<file path="src/rtl/run_length_detector.sv">
// run_length_detector: flags runs of >= RUN_LEN identical bits on a serial line, polarity-filtered by MODE.
// Ports: CLK/RST (sync, active-high) | EN sample qualifier | W serial bit | MODE polarity filter
//        (00 ones, 01 zeros, 1x either) | S run-detected level | S_TYPE run polarity |
//        HIT one-cycle pulse when a matching run reaches RUN_LEN | RUN_CNT saturating run length.
// Optional RLD_MAXRUN_EN adds MAX_RUN/MAX_TYPE: longest run since reset and its polarity.
module run_length_detector #(
    parameter int RUN_LEN = 4,
    parameter int CNT_W = 8
) (
    input  logic             CLK,
    input  logic             RST,
    input  logic             EN,
    input  logic             W,
    input  logic [1:0]       MODE,
    output logic             S,
    output logic             S_TYPE,
    output logic             HIT,
    output logic [CNT_W-1:0] RUN_CNT
`ifdef RLD_MAXRUN_EN
    ,
    output logic [CNT_W-1:0] MAX_RUN,
    output logic             MAX_TYPE
`endif
);
    localparam logic [1:0] IDLE = 2'd0, RUN1 = 2'd1, RUN0 = 2'd2;
    localparam logic [CNT_W-1:0] CNT_MAX = '1;
    localparam logic [CNT_W-1:0] TRIG = CNT_W'(RUN_LEN);
    logic [1:0]       state;
    logic [CNT_W-1:0] cntNext;
    logic             sameRun, match;
    always_comb begin
        sameRun = (state == RUN1 && W) || (state == RUN0 && !W);
        cntNext = !sameRun ? CNT_W'(1) : (RUN_CNT == CNT_MAX ? RUN_CNT : RUN_CNT + CNT_W'(1));
        // post-update state always has polarity W, so match is judged on W directly
        match   = MODE[1] || (MODE == 2'b00 && W) || (MODE == 2'b01 && !W);
    end
    always_ff @(posedge CLK) begin
        if (RST) begin
            state   <= IDLE;
            RUN_CNT <= '0;
            S       <= 1'b0;
            S_TYPE  <= 1'b0;
            HIT     <= 1'b0;
`ifdef RLD_MAXRUN_EN
            MAX_RUN  <= '0;
            MAX_TYPE <= 1'b0;
`endif
        end else begin
            HIT <= 1'b0;
            if (EN) begin
                state   <= W ? RUN1 : RUN0;
                RUN_CNT <= cntNext;
                S_TYPE  <= W;
                S       <= match && cntNext >= TRIG;
                // RUN_CNT != TRIG blocks a refire when saturation holds the count at RUN_LEN
                HIT     <= match && cntNext == TRIG && RUN_CNT != TRIG;
`ifdef RLD_MAXRUN_EN
                if (cntNext > MAX_RUN) begin
                    MAX_RUN  <= cntNext;
                    MAX_TYPE <= W;
                end
`endif
            end
        end
    end
endmodule
</file>
<file path="config.mk">
export PLATFORM = sky130hd
export DESIGN_NAME = run_length_detector
export DESIGN_NICKNAME = d
export VERILOG_FILES = /design/src/rtl/run_length_detector.sv
export SDC_FILE = /design/constraint.sdc
export NUM_CORES = 1
export LEC_CHECK = 0
export CAP_MARGIN = 30
export CORE_UTILIZATION = 46
export CTS_BUF_LIST = sky130_fd_sc_hd__clkbuf_8
export DETAILED_ROUTE_END_ITERATION = 8
export PLACE_DENSITY = 0.84
export SETUP_SLACK_MARGIN = 0.5
export SLEW_MARGIN = 20
export SYNTH_ARGS = -nofsm -noshare
export SYNTH_HDL_FRONTEND = slang
export SYNTH_SLANG_ARGS = --single-unit
</file>
<file path="constraint.sdc">
create_clock -name CLK -period 1.53 [get_ports CLK]
set_clock_uncertainty 0.05 [all_clocks]
set_input_delay 0.459 -clock CLK [delete_from_list [all_inputs] [get_ports CLK]]
set_output_delay 0.459 -clock CLK [all_outputs]
set_load 0.005 [all_outputs]
</file>
==> impl_summary.txt, run 1 <==
----------------------------------------------------
[Run status]
  Outcome ... stopped before the end
  Halt Stage ... clock tree synthesis
  First error ... [ERROR DPL-0038] Utilization greater than 100%, impossible to legalize

[Place]
  Final GP Congestion ... 0.9648
  HPWL after DPL ... 1771 um
  Count of input and output buffers ... 16

[Synthesis]
  Cell types with the largest area share after synthesis ... dfxtp_1 (31%), a21oi_1 (6.4%), nor2_1 (5.3%), mux2i_1 (5.1%), ha_1 (3.2%)
  Share of the yosys chip area belonging to registers ... 0.3062
  Dominant synthesized flop cell ... dfxtp_1
  Cell type contributing the most total cell area after synthesis ... dfxtp_1
  Multiplexer share of the synthesized area ... 0.05104
  Async S/R FF share, synth ... 0
  Post-Syn Area per Cell ... 8.258 um^2
  Fraction of post-synthesis cell area in the top cell type by area ... 0.3062
  Xor and xnor area share after synthesis ... 0.01116
  Synthesized instance count ... 95
  Post-synthesis compound-gate area fraction ... 0.2695
  Synth Cell Area ... 784.5 um^2
  Syn. warnings ... 0
  Synth Area in Simple Gates ... 0.2632
  Post-Syn Nets ... 103
  Synthesized flop and latch total ... 12
  Combinational family with the most area after synthesis ... compound AO/OA/AOI/OAI gates
  Adder and majority cell fraction of the synthesized area ... 0.03190
  Yosys cell types ... 40
  Post-synth EDFFs ... 0

[Clock tree]
  Clock buffer depth ... 2
  Number of levels the H-tree was split into ... 1
  Number of buffers added by the clock tree synthesis step ... 3
  Number of gates given a new drive strength after cts ... 101
  Clock root buffer ... clkbuf_8
  Post-CTS Setup Inserts ... 23
  TritonCTS sink count ... 12
  Hold buffer count at CTS ... 0

[Floorplan]
  Floorplan row count ... 14
  Num ports ... 17
  Vert. Die Dim ... 43.30 um
  Die X ... 43.30 um
  Starting density of the core ... 0.5089

----------------------------------------------------
==> Yosys cell counts (all sizes together) (2+ instances only) <==
library cell  number
a211oi             3
a21oi             10
a311oi             3
a31oi              2
and2               2
and3               2
buf                3
clkbuf             2
dfxtp             12
ha                 2
inv                4
mux2i              4
nand2              7
nor2              11
nor3               3
nor3b              2
nor4               2
o21ai              4
==> cell families after synthesis <==
family | count (synthesis)
buffers and inverters | 9
multiplexers | 4
XOR/XNOR | 1
AO/OA/AOI/OAI | 30
adder cells (fa/ha/maj) | 2
flip-flops | 12
AND/OR/NAND/NOR | 37
==> metrics by stage <==
step / worst slack (ns) / util / cell area (um^2) / hold slack [ns] / cells
detailed placement: -0.7323 / 0.7638 / 1177 / 0.4279 / 148
global placement: -0.6325 / 0.7638 / 1177 / 0.4081 / 148
floorplan: -0.03849 / - / 843.3 / 0.4060 / 95
==> run 2, diff against run 1 <==
--- a/config.mk
+++ b/config.mk
@@ -6,11 +6,10 @@
 export NUM_CORES = 1
 export LEC_CHECK = 0
 export CAP_MARGIN = 30
-export CORE_UTILIZATION = 46
-export CTS_BUF_LIST = sky130_fd_sc_hd__clkbuf_8
+export CORE_AREA = 2 2 63 65
 export DETAILED_ROUTE_END_ITERATION = 8
-export PLACE_DENSITY = 0.84
-export SETUP_SLACK_MARGIN = 0.5
+export DIE_AREA = 0 0 65 67
+export PLACE_DENSITY_LB_ADDON = 0.15
 export SLEW_MARGIN = 20
 export SYNTH_ARGS = -nofsm -noshare
 export SYNTH_HDL_FRONTEND = slang
==> constraint.sdc (replaced) <==
create_clock -name CLK -period 2 [get_ports CLK]
set_clock_uncertainty 0.05 [all_clocks]
set_input_delay 0.6 -clock CLK [delete_from_list [all_inputs] [get_ports CLK]]
set_output_delay 0.6 -clock CLK [all_outputs]
set_load 0.005 [all_outputs]
==> run 2 against run 1 <==
  * The run now ends clean
  * Synthesized cell count stayed put
  * Area after synthesis stayed put
==> impl_summary.txt, run 2 <==
----------------------------------------------------
[Clock tree]
  Number of buffers added by the clock tree synthesis step ... 3
  Clock buffer depth ... 2
  Clock root buffer ... clkbuf_8
  Hold buffer count at CTS ... 0
  Clock tree from TritonCTS ... built
  Insertion delay of the later-clocked pin in the worst-skew pair ... 0.25 ns
  TritonCTS sink count ... 12
  Number of levels the H-tree was split into ... 1
  CTS clock-pin slew for the worst setup and hold paths ... 0.05 ns

[Synthesis]
  Cell type contributing the most total cell area after synthesis ... dfxtp_1
  Adder and majority cell fraction of the synthesized area ... 0.03190
  Multiplexer share of the synthesized area ... 0.05104
  Xor and xnor area share after synthesis ... 0.01116
  Post-synth EDFFs ... 0
  Yosys cell types ... 40
  Cell types with the largest area share after synthesis ... dfxtp_1 (31%), a21oi_1 (6.4%), nor2_1 (5.3%), mux2i_1 (5.1%), ha_1 (3.2%)
  Syn. warnings ... 0
  Async S/R FF share, synth ... 0
  Synth Area in Simple Gates ... 0.2632
  Combinational family with the most area after synthesis ... compound AO/OA/AOI/OAI gates
  Synthesized flop and latch total ... 12
  Share of the yosys chip area belonging to registers ... 0.3062
  Post-Syn Nets ... 103
  Post-Syn Area per Cell ... 8.258 um^2
  Synthesized instance count ... 95
  Dominant synthesized flop cell ... dfxtp_1
  Post-synthesis compound-gate area fraction ... 0.2695
  Synth Cell Area ... 784.5 um^2
  Fraction of post-synthesis cell area in the top cell type by area ... 0.3062
  Most frequent cell after synthesis ... dfxtp_1
  Ranking of synthesized cells by instance count ... dfxtp_1 (12), nor2_1 (11), a21oi_1 (10)

[Power]
  Cell Pwr Density ... 528.2 nW/um^2
  Worst IR drop on VDD ... 157.2 uV
  Total Power Consumption ... 598.8 uW
  Leakage power figure ... 0.0004285 uW

[Worst setup path]
  Top Family by Delay on Critical Path ... buffers and inverters
  Source of the worst register-to-register timing path ... RUN_CNT[1]
  Kind of start point of the critical path ... flop
  Arrival time reported for the critical path endpoint ... 1.28 ns
  Worst Reg-to-Reg Cells ... 6
  Endpoint of the worst register-to-register path ... HIT
  Data required time of the worst path ... 1.35 ns
  Setup crit end kind ... output pin
  R2R Setup Slk ... 0.16 ns
  Worst stage delay on the critical path ... 0.56 ns
  Worst setup path category ... flop to output pin
  Worst path cell trace ... clkdlybuf4s50_1
  Bufs and invs on worst path ... 1
  Slowest cell on the critical path ... clkdlybuf4s50_1
  Crit-path max FO ... 8

[Job]
  Max Cap Violations ... 0

[Layout]
  Top register by number of flip-flops ... RUN_CNT
  Commonest cells after routing, fill and taps aside ... clkdlybuf4s50_1 (15), buf_4 (13), nor2_1 (11)
  Largest regs ... RUN_CNT (8), state (2)
  FILL cells ... 378
  Antenna Diode Count ... 0
  Share of cells above drive strength 1 ... 0.2114
  Final #Nets ... 132
  Max reg flops ... 8
  Final Util ... 0.3144
  Most frequent standard cell in the layout excluding fill and tap cells ... clkdlybuf4s50_1
  Area grow syn2layout ... 44.50%

[STA]
  Count of pins over their slew limit ... 0
  RSZ-0062 raised after global routing ... false
  Maximum clock frequency ... 517.6 MHz
  Worst hold slack after final layout ... 0.4399 ns
  Post-layout minimum cycle time ... 1.932 ns
  Final setup violation count ... 0
  Slew headroom ... 0.6915
  Tcrit/Tclk final ... 0.9661
  Post-route setup slack ... 0.06790 ns
  Transition at the pin with the smallest max-transition slack ... 0.4597 ns
  Number of hold-slack violations in the final timing report ... 0

[GRT]
  Antenna violations before repair ... 0
  Pin count of the biggest net entering global routing ... 13
  GR Util All Layers ... 0.1135
  First-pass GRT wire length ... 3746 um
  Vias in the first global route ... 791
  Overflow left after global routing ... 0

[Detailed routing]
  Post-detailed-route wirelength per cell ... 12.89 um
  # DRC ... 0
  Initial detailed-routing violation count ... 46
  Final WL ... 2204 um
  Final ANT Viol Nets ... 0
  Via density per instance ... 4.807
  Via count of the routed design ... 822
  Detailed-router iteration count before antenna repair ... 4

[Place]
  Count of input and output buffers ... 16
  Post-Place Setup Slack ... -0.3448 ns
  Final GP Congestion ... 0.8328
  HPWL after DPL ... 1652 um

[Floorplan]
  Floorplan row count ... 22
  Core box area ... 3606 um^2
  Die X ... 65 um
  Starting density of the core ... 0.2176
  Vert. Die Dim ... 67 um
  Die footprint ... 4355 um^2
  Num ports ... 17

[Min path]
  Hold path startpoint ... state[1]
  Endpoint, Worst Hold ... state[1]
  Type of the tightest min-delay check ... flop to flop
  WHS Path Cells ... 2

[Run status]
  Outcome ... finished clean

----------------------------------------------------
## run 2: cell counts after synthesis
Identical to the previous run, type by type.
## run 2: worst max-delay path by stage
| stage | startpoint | endpoint | slack [ns] | cells past startpoint |
|---|---|---|---|---|
| after floorplan | W | S | 0.28 | 6 |
| after global placement | W | RUN_CNT[0] | -0.32 | 8 |
| after detailed placement | W | RUN_CNT[0] | -0.34 | 8 |
| after CTS | RUN_CNT[2] | RUN_CNT[2] | 0.02 | 1 |
| after global routing | RUN_CNT[6] | RUN_CNT[6] | 0.02 | 1 |
| final | RUN_CNT[5] | RUN_CNT[5] | 0.07 | 1 |
## run 2: kinds of logic after synthesis
logic type	count (synthesis)
fa+ha+maj	2
mux	4
compound gates	30
buf+inv	9
flops	12
xor+xnor	1
simple gates	37
## run 2: metrics by stage
step	area [um^2]	instances	TNS (ns)
floorplan	784.5	95	0
global placement	1065	167	-2.136
detailed placement	1065	167	-2.479
CTS	1131	171	0
global route	1134	171	0
finish	1134	171	0
## run 2: layer usage
layer	part of all wire	global-route usage
met1	0.46	0.1482
met2	0.46	0.1727
met3	0.050	0.02365
met4	0.024	0.06383
met5	0	0
## run 2: repair_timing
action                                  CTS  global route
resized for setup                         4             2
endpoints found under the setup margin    8             2
setup buffers                             0             0
## run 2: power breakdown
part | internal (uW) | switching (uW)
clock | 174 | 101
combinational | 39.4 | 37.5
sequential | 244 | 3.08
total | 457 | 141
## run 2: final cells by class
class	instances	area [um^2]	area share
Clock buffer	4	55.05	0.04857
Inverter	4	15.01	0.01325
Multi-Input combinational cell	74	503.0	0.4437
Sequential cell	12	244.0	0.2152
Tap cell	48	60.06	0.05298
Timing Repair Buffer	29	256.5	0.2263
## run 2: tightest hold or removal path, cell delays in order, from the launching register on
cell and delay (ns):
dfxtp_1 0.31, nor2_1 0.08, a211oi_1 0.05
No activity file was read; power rests on OpenSTA's default activity.
==> edit 1 (settings of run 2) <==
The option `RLD_MAXRUN_EN` is turned on by a define.
--- a/src/rtl/run_length_detector.sv
+++ b/src/rtl/run_length_detector.sv
@@ -4,4 +4,6 @@
 //        HIT one-cycle pulse when a matching run reaches RUN_LEN | RUN_CNT saturating run length.
 // Optional RLD_MAXRUN_EN adds MAX_RUN/MAX_TYPE: longest run since reset and its polarity.
+`define RLD_MAXRUN_EN
+
 module run_length_detector #(
     parameter int RUN_LEN = 4,
Check against the original RTL (old outputs only; new: MAX_RUN and MAX_TYPE): equivalent (Yosys induction, for registers that start in step).
==> edit 1 against run 2 <==
The run now ends with negative setup slack left. Routed wire length rose by 86%. Sequential cell count rose by 9. Setup slack got worse by 0.66 ns. Sequential share of layout area fell by 2.5 points. Synthesized area rose by 63%. Non-clock buffer count rose by 41. Total power rose by 53%. Final area rose by 99%. Critical path type is now reg2reg. Critical endpoint is now MAX_RUN[2].
==> edit 1: results (changes against run 2) <==
\begin{tabular}{lr}
\hline
Metric & Value \\
\hline
\multicolumn{2}{l}{\textbf{Finish}} \\
Count of multi-input gates & 119 (+61\%) \\
Multi-input gate share of total cell area & 0.475 (+0.0316) \\
Fraction of final layout cells sized beyond drive strength 1 & 0.460 (+0.248) \\
Share of final layout cell area taken by non-clock buffers & 0.271 (+0.0447) \\
Non-CTS inverters & 10 (+6) \\
Portion of the layout cell area used by clock cells & 0.0200 (-0.0286) \\
Non-clock buffer count & 70 (+140\%) \\
Registers with the highest flip-flop counts & MAX\_RUN x8, RUN\_CNT x8, state x2 \\
Final layout net count & 241 (+83\%) \\
Fill cell total of the finished layout & 304 (-20\%) \\
\multicolumn{2}{l}{\textbf{Setup path}} \\
Slowest library cell on the worst path & sky130\_fd\_sc\_hd\_\_dfxtp\_4 \\
Beginning of the critical path & RUN\_CNT[0] \\
Depth of the worst register-to-register path & 14 (+8) \\
Delay of the slowest cell on the worst path & 0.36 ns (-0.20 ns) \\
Endpoint of the worst register-to-register path & MAX\_RUN[2] \\
\multicolumn{2}{l}{\textbf{Pwr}} \\
IR drop worst, VDD & 0.319 mV (+100\%) \\
Leak pwr & 0.886 nW (+110\%) \\
\multicolumn{2}{l}{\textbf{STA}} \\
Tightest Pin Transition & 0.351 ns (-0.108 ns) \\
Final number of setup-violating endpoints & 11 (+11) \\
Setup slack of the critical path after layout & -0.587 ns (-0.655 ns) \\
\multicolumn{2}{l}{\textbf{Global route}} \\
Maximum number of pins on one net before global-route repair & 21 (+8) \\
Global-route wire length before repair & 6380 microns (+70\%) \\
Gr usage total & 0.188 (+0.0741) \\
\multicolumn{2}{l}{\textbf{Placed design}} \\
Number of I/O port buffers & 25 (+9) \\
Last weighted congestion value of the routability-driven placer & 0.852 (+2.2\%) \\
Final HPWL DP & 2730 microns (+65\%) \\
\multicolumn{2}{l}{\textbf{Drt}} \\
DR vias/cell & 5.28 (+9.8\%) \\
1st-iter DRT viols & 48 (+4.3\%) \\
\multicolumn{2}{l}{\textbf{Worst hold path}} \\
Startpoint of the most critical hold path & MAX\_TYPE \\
Min-Delay Endpoint & MAX\_TYPE \\
\multicolumn{2}{l}{\textbf{Yosys}} \\
Multiplexer share of the synthesized area & 0.0705 (+0.0195) \\
Mapped Nets & 169 (+64\%) \\
Share of the synthesized area in the top cell type & 0.329 (+0.0229) \\
Main combinational cell family by area after synthesis & simple AND/OR/NAND/NOR gates \\
Synthesized-area fraction occupied by ao, oa, aoi and oai cells & 0.194 (-0.0756) \\
Number of synthesized register bits & 21 (+9) \\
Synth cell count leaders & 21 x sky130\_fd\_sc\_hd\_\_dfxtp\_1, 19 x sky130\_fd\_sc\_hd\_\_nor2\_1, 13 x sky130\_fd\_sc\_hd\_\_a21oi\_1 \\
Distinct cells, synth & 36 (-10\%) \\
\multicolumn{2}{l}{\textbf{Status}} \\
Result of the run & finished, violations left \\
Violations in the final reports & negative setup slack \\
\hline
\end{tabular}
-- edit 1: routing by layer --
layer,track usage,vias up,wire (microns)
met2,0.347,37,2160
li1,-,701,-
met4,0.0479,0,40
met3,0.0220,6,115
met1,0.230,691,1780
met5,0,-,0
-- edit 1: cells by family (layout without fill, tap and decap cells) --
logic type               Yosys count  after routing
AND/OR/NAND/NOR                   56             57
AO/OA/AOI/OAI                     39             41
flip-flops                        21             21
buffers and inverters             16             84
adder cells (fa/ha/maj)           10             10
multiplexers                       9              9
XOR/XNOR                           2              2
-- edit 1: power breakdown --
part           internal [mW]  total (mW)  leakage, nW  switching, mW
logic                  0.106       0.206        0.691          0.100
clock network          0.142       0.273       0.0228          0.132
registers              0.425       0.435        0.172        0.00969
-- edit 1: what timing repair did --
action,CTS,global route
gates cloned,2,1
pin swaps,22,25
buffers inserted,7,6
gates resized for setup,25,28
setup endpoints to repair,11,12
-- edit 1: worst max path at each step --
stage                       to  slack, ns  depth (start not counted)
floorplan           MAX_RUN[1]      -0.53                         12
global placement    MAX_RUN[0]      -1.12                         12
detailed placement  MAX_RUN[0]      -1.18                         12
CTS                 MAX_RUN[0]      -0.58                         12
global route          MAX_TYPE      -0.70                         14
finish              MAX_RUN[2]      -0.59                         14
-- edit 1: through the flow --
stage	cells	instance area (sq um)	setup slack [ns]	setup TNS, ns	hold slack [ns]
3_3_place_gp	254	1870	-1.12	-12.47	0.412
2_1_floorplan	153	1340	-0.535	-5.08	0.414
3_5_place_dp	254	1870	-1.18	-13.28	0.416
5_1_grt	272	2250	-0.695	-6.88	0.461
6_report	272	2250	-0.587	-5.86	0.428
4_1_cts	266	2070	-0.584	-6.01	0.431
==> edit 2 (config.mk and constraints of run 2) <==
Made on the original files. Register the inputs `EN` and `MODE` before use. The logic sees them one clock later. The other inputs are not delayed to match.
--- a/src/rtl/run_length_detector.sv
+++ b/src/rtl/run_length_detector.sv
@@ -26,4 +26,13 @@
     localparam logic [CNT_W-1:0] CNT_MAX = '1;
     localparam logic [CNT_W-1:0] TRIG = CNT_W'(RUN_LEN);
+
+    logic EN_q;
+    logic [1:0] MODE_q;
+
+    always_ff @(posedge CLK) begin
+        EN_q   <= EN;
+        MODE_q <= MODE;
+    end
+
     logic [1:0]       state;
     logic [CNT_W-1:0] cntNext;
@@ -33,5 +42,5 @@
         cntNext = !sameRun ? CNT_W'(1) : (RUN_CNT == CNT_MAX ? RUN_CNT : RUN_CNT + CNT_W'(1));
         // post-update state always has polarity W, so match is judged on W directly
-        match   = MODE[1] || (MODE == 2'b00 && W) || (MODE == 2'b01 && !W);
+        match   = MODE_q[1] || (MODE_q == 2'b00 && W) || (MODE_q == 2'b01 && !W);
     end
     always_ff @(posedge CLK) begin
@@ -48,5 +57,5 @@
         end else begin
             HIT <= 1'b0;
-            if (EN) begin
+            if (EN_q) begin
                 state   <= W ? RUN1 : RUN0;
                 RUN_CNT <= cntNext;
Behaviour: not the same (a bounded check fails within 4 cycles, from zero or initial values and one cycle with RST high).
==> edit 2 against run 2 <==
Final area shrank 0.99%. Sequential power grew 27%. Synthesized area grew 5.3%. Sequential cell count grew 3. Setup slack gained 0.0059 ns. Routed wire length shrank 3.4%. Total power grew 9.6%. Critical path type unchanged.
==> edit 2: results (changes against run 2) <==
\begin{tabular}{lr}
\hline
Metric & Value \\
\hline
\multicolumn{2}{l}{\textbf{Yosys}} \\
Synth cell count leaders & 15 x sky130\_fd\_sc\_hd\_\_dfxtp\_1, 10 x sky130\_fd\_sc\_hd\_\_nand2\_1, 10 x sky130\_fd\_sc\_hd\_\_nor2\_1 \\
Warnings, synthesis & 0 (unchanged) \\
Distinct cells, synth & 37 (-7.5\%) \\
Mapped Nets & 106 (+2.9\%) \\
Proportion of synthesized chip area in sequential cells & 0.364 (+0.0574) \\
\multicolumn{2}{l}{\textbf{Clock network}} \\
Clock-pin slew reported for the worst setup and hold paths after clock tree synthesis & 0.07 ns (+0.02 ns) \\
Max clock buf depth & 2 (unchanged) \\
CTS resizes & 0 (-4) \\
\multicolumn{2}{l}{\textbf{Drt}} \\
Vias & 755 (-8.2\%) \\
1st-iter DRT viols & 43 (-6.5\%) \\
Wire length reported by the detailed router & 2130 microns (-3.4\%) \\
\multicolumn{2}{l}{\textbf{STA}} \\
Tightest Pin Transition & 0.376 ns (-0.0841 ns) \\
\multicolumn{2}{l}{\textbf{Finish}} \\
Final layout net count & 129 (-2.3\%) \\
Number of inserted diodes & 0 (unchanged) \\
Fill cell total of the finished layout & 403 (+6.6\%) \\
Registers with the highest flip-flop counts & RUN\_CNT x8, MODE\_q x2, state x2 \\
Fraction of final layout cells sized beyond drive strength 1 & 0.150 (-0.0614) \\
\multicolumn{2}{l}{\textbf{Pwr}} \\
Leak pwr & 0.397 nW (-7.3\%) \\
Cell-internal power & 0.496 mW (+8.4\%) \\
IR drop worst, VDD & 0.303 mV (+93\%) \\
Seq group & 0.314 mW (+27\%) \\
Power drawn by the combinational cells & 0.0839 mW (+9.1\%) \\
\multicolumn{2}{l}{\textbf{Global route}} \\
Gr usage total & 0.112 (-0.00175) \\
Global-route wire length before repair & 3580 microns (-4.4\%) \\
Maximum number of pins on one net before global-route repair & 15 (+2) \\
\multicolumn{2}{l}{\textbf{Placed design}} \\
Last weighted congestion value of the routability-driven placer & 0.809 (-2.9\%) \\
Pre-CTS setup slack & -0.282 ns (+0.0623 ns) \\
Final HPWL DP & 1560 microns (-5.3\%) \\
\multicolumn{2}{l}{\textbf{Worst hold path}} \\
Min-Delay Path Class & reg2reg \\
\multicolumn{2}{l}{\textbf{Status}} \\
Result of the run & complete, no violations \\
\multicolumn{2}{l}{\textbf{Setup path}} \\
Worst path arrival time & 1.28 ns (about the same) \\
\hline
\end{tabular}
-- edit 2: final timing paths --
kind         startpoint    endpoint  slack, ns  cells past startpoint
max          RUN_CNT[4]  RUN_CNT[4]       0.07                      1
max reg2reg  RUN_CNT[0]         HIT       0.18                      6
min            state[1]    state[1]       0.43                      2
min reg2reg    state[1]    state[1]       0.43                      2
-- edit 2: kinds of logic after synthesis --
family	count (synthesis)	share of synthesized area
DFF	15	0.364
buffers and inverters	10	0.0591
AOI/OAI and AO/OA	24	0.192
muxes	5	0.0667
adders and majority gates	2	0.0303
xor gates and xnor gates	3	0.0318
and+or+nand+nor	39	0.256
-- edit 2: worst min-delay path, stage by stage, from the launching register on --
cell                       delay, ns
sky130_fd_sc_hd__dfxtp_1        0.31
sky130_fd_sc_hd__nor2_1         0.08
sky130_fd_sc_hd__a211oi_1       0.05
-- edit 2: metrics by stage --
stage	hold WS (ns)	cells	instance area [sq um]	power, mW
after global placement	0.429	164	1070	0.404
after CTS	0.436	168	1110	0.670
final	0.433	168	1120	0.656
after detailed placement	0.430	164	1070	0.405
after global routing	0.466	168	1120	0.688
after floorplan	0.409	98	826	0.364
-- edit 2: per-layer routing --
| metal | vias to the layer above | global-route usage | part of all wire |
|---|---|---|---|
| li1 | 400 | - | - |
| met1 | 338 | 0.142 | 0.51 |
| met2 | 15 | 0.170 | 0.43 |
| met3 | 2 | 0.0389 | 0.044 |
| met4 | 0 | 0.0479 | 0.0075 |
| met5 | - | 0 | 0 |
-- edit 2: cell type report --
cell class / count / share of cell area
clock buffers: 4 / 0.0401
flip-flops and latches: 15 / 0.269
well taps: 48 / 0.0535
repair buffers: 23 / 0.192
inverters: 5 / 0.0167
multi-input cells: 73 / 0.429
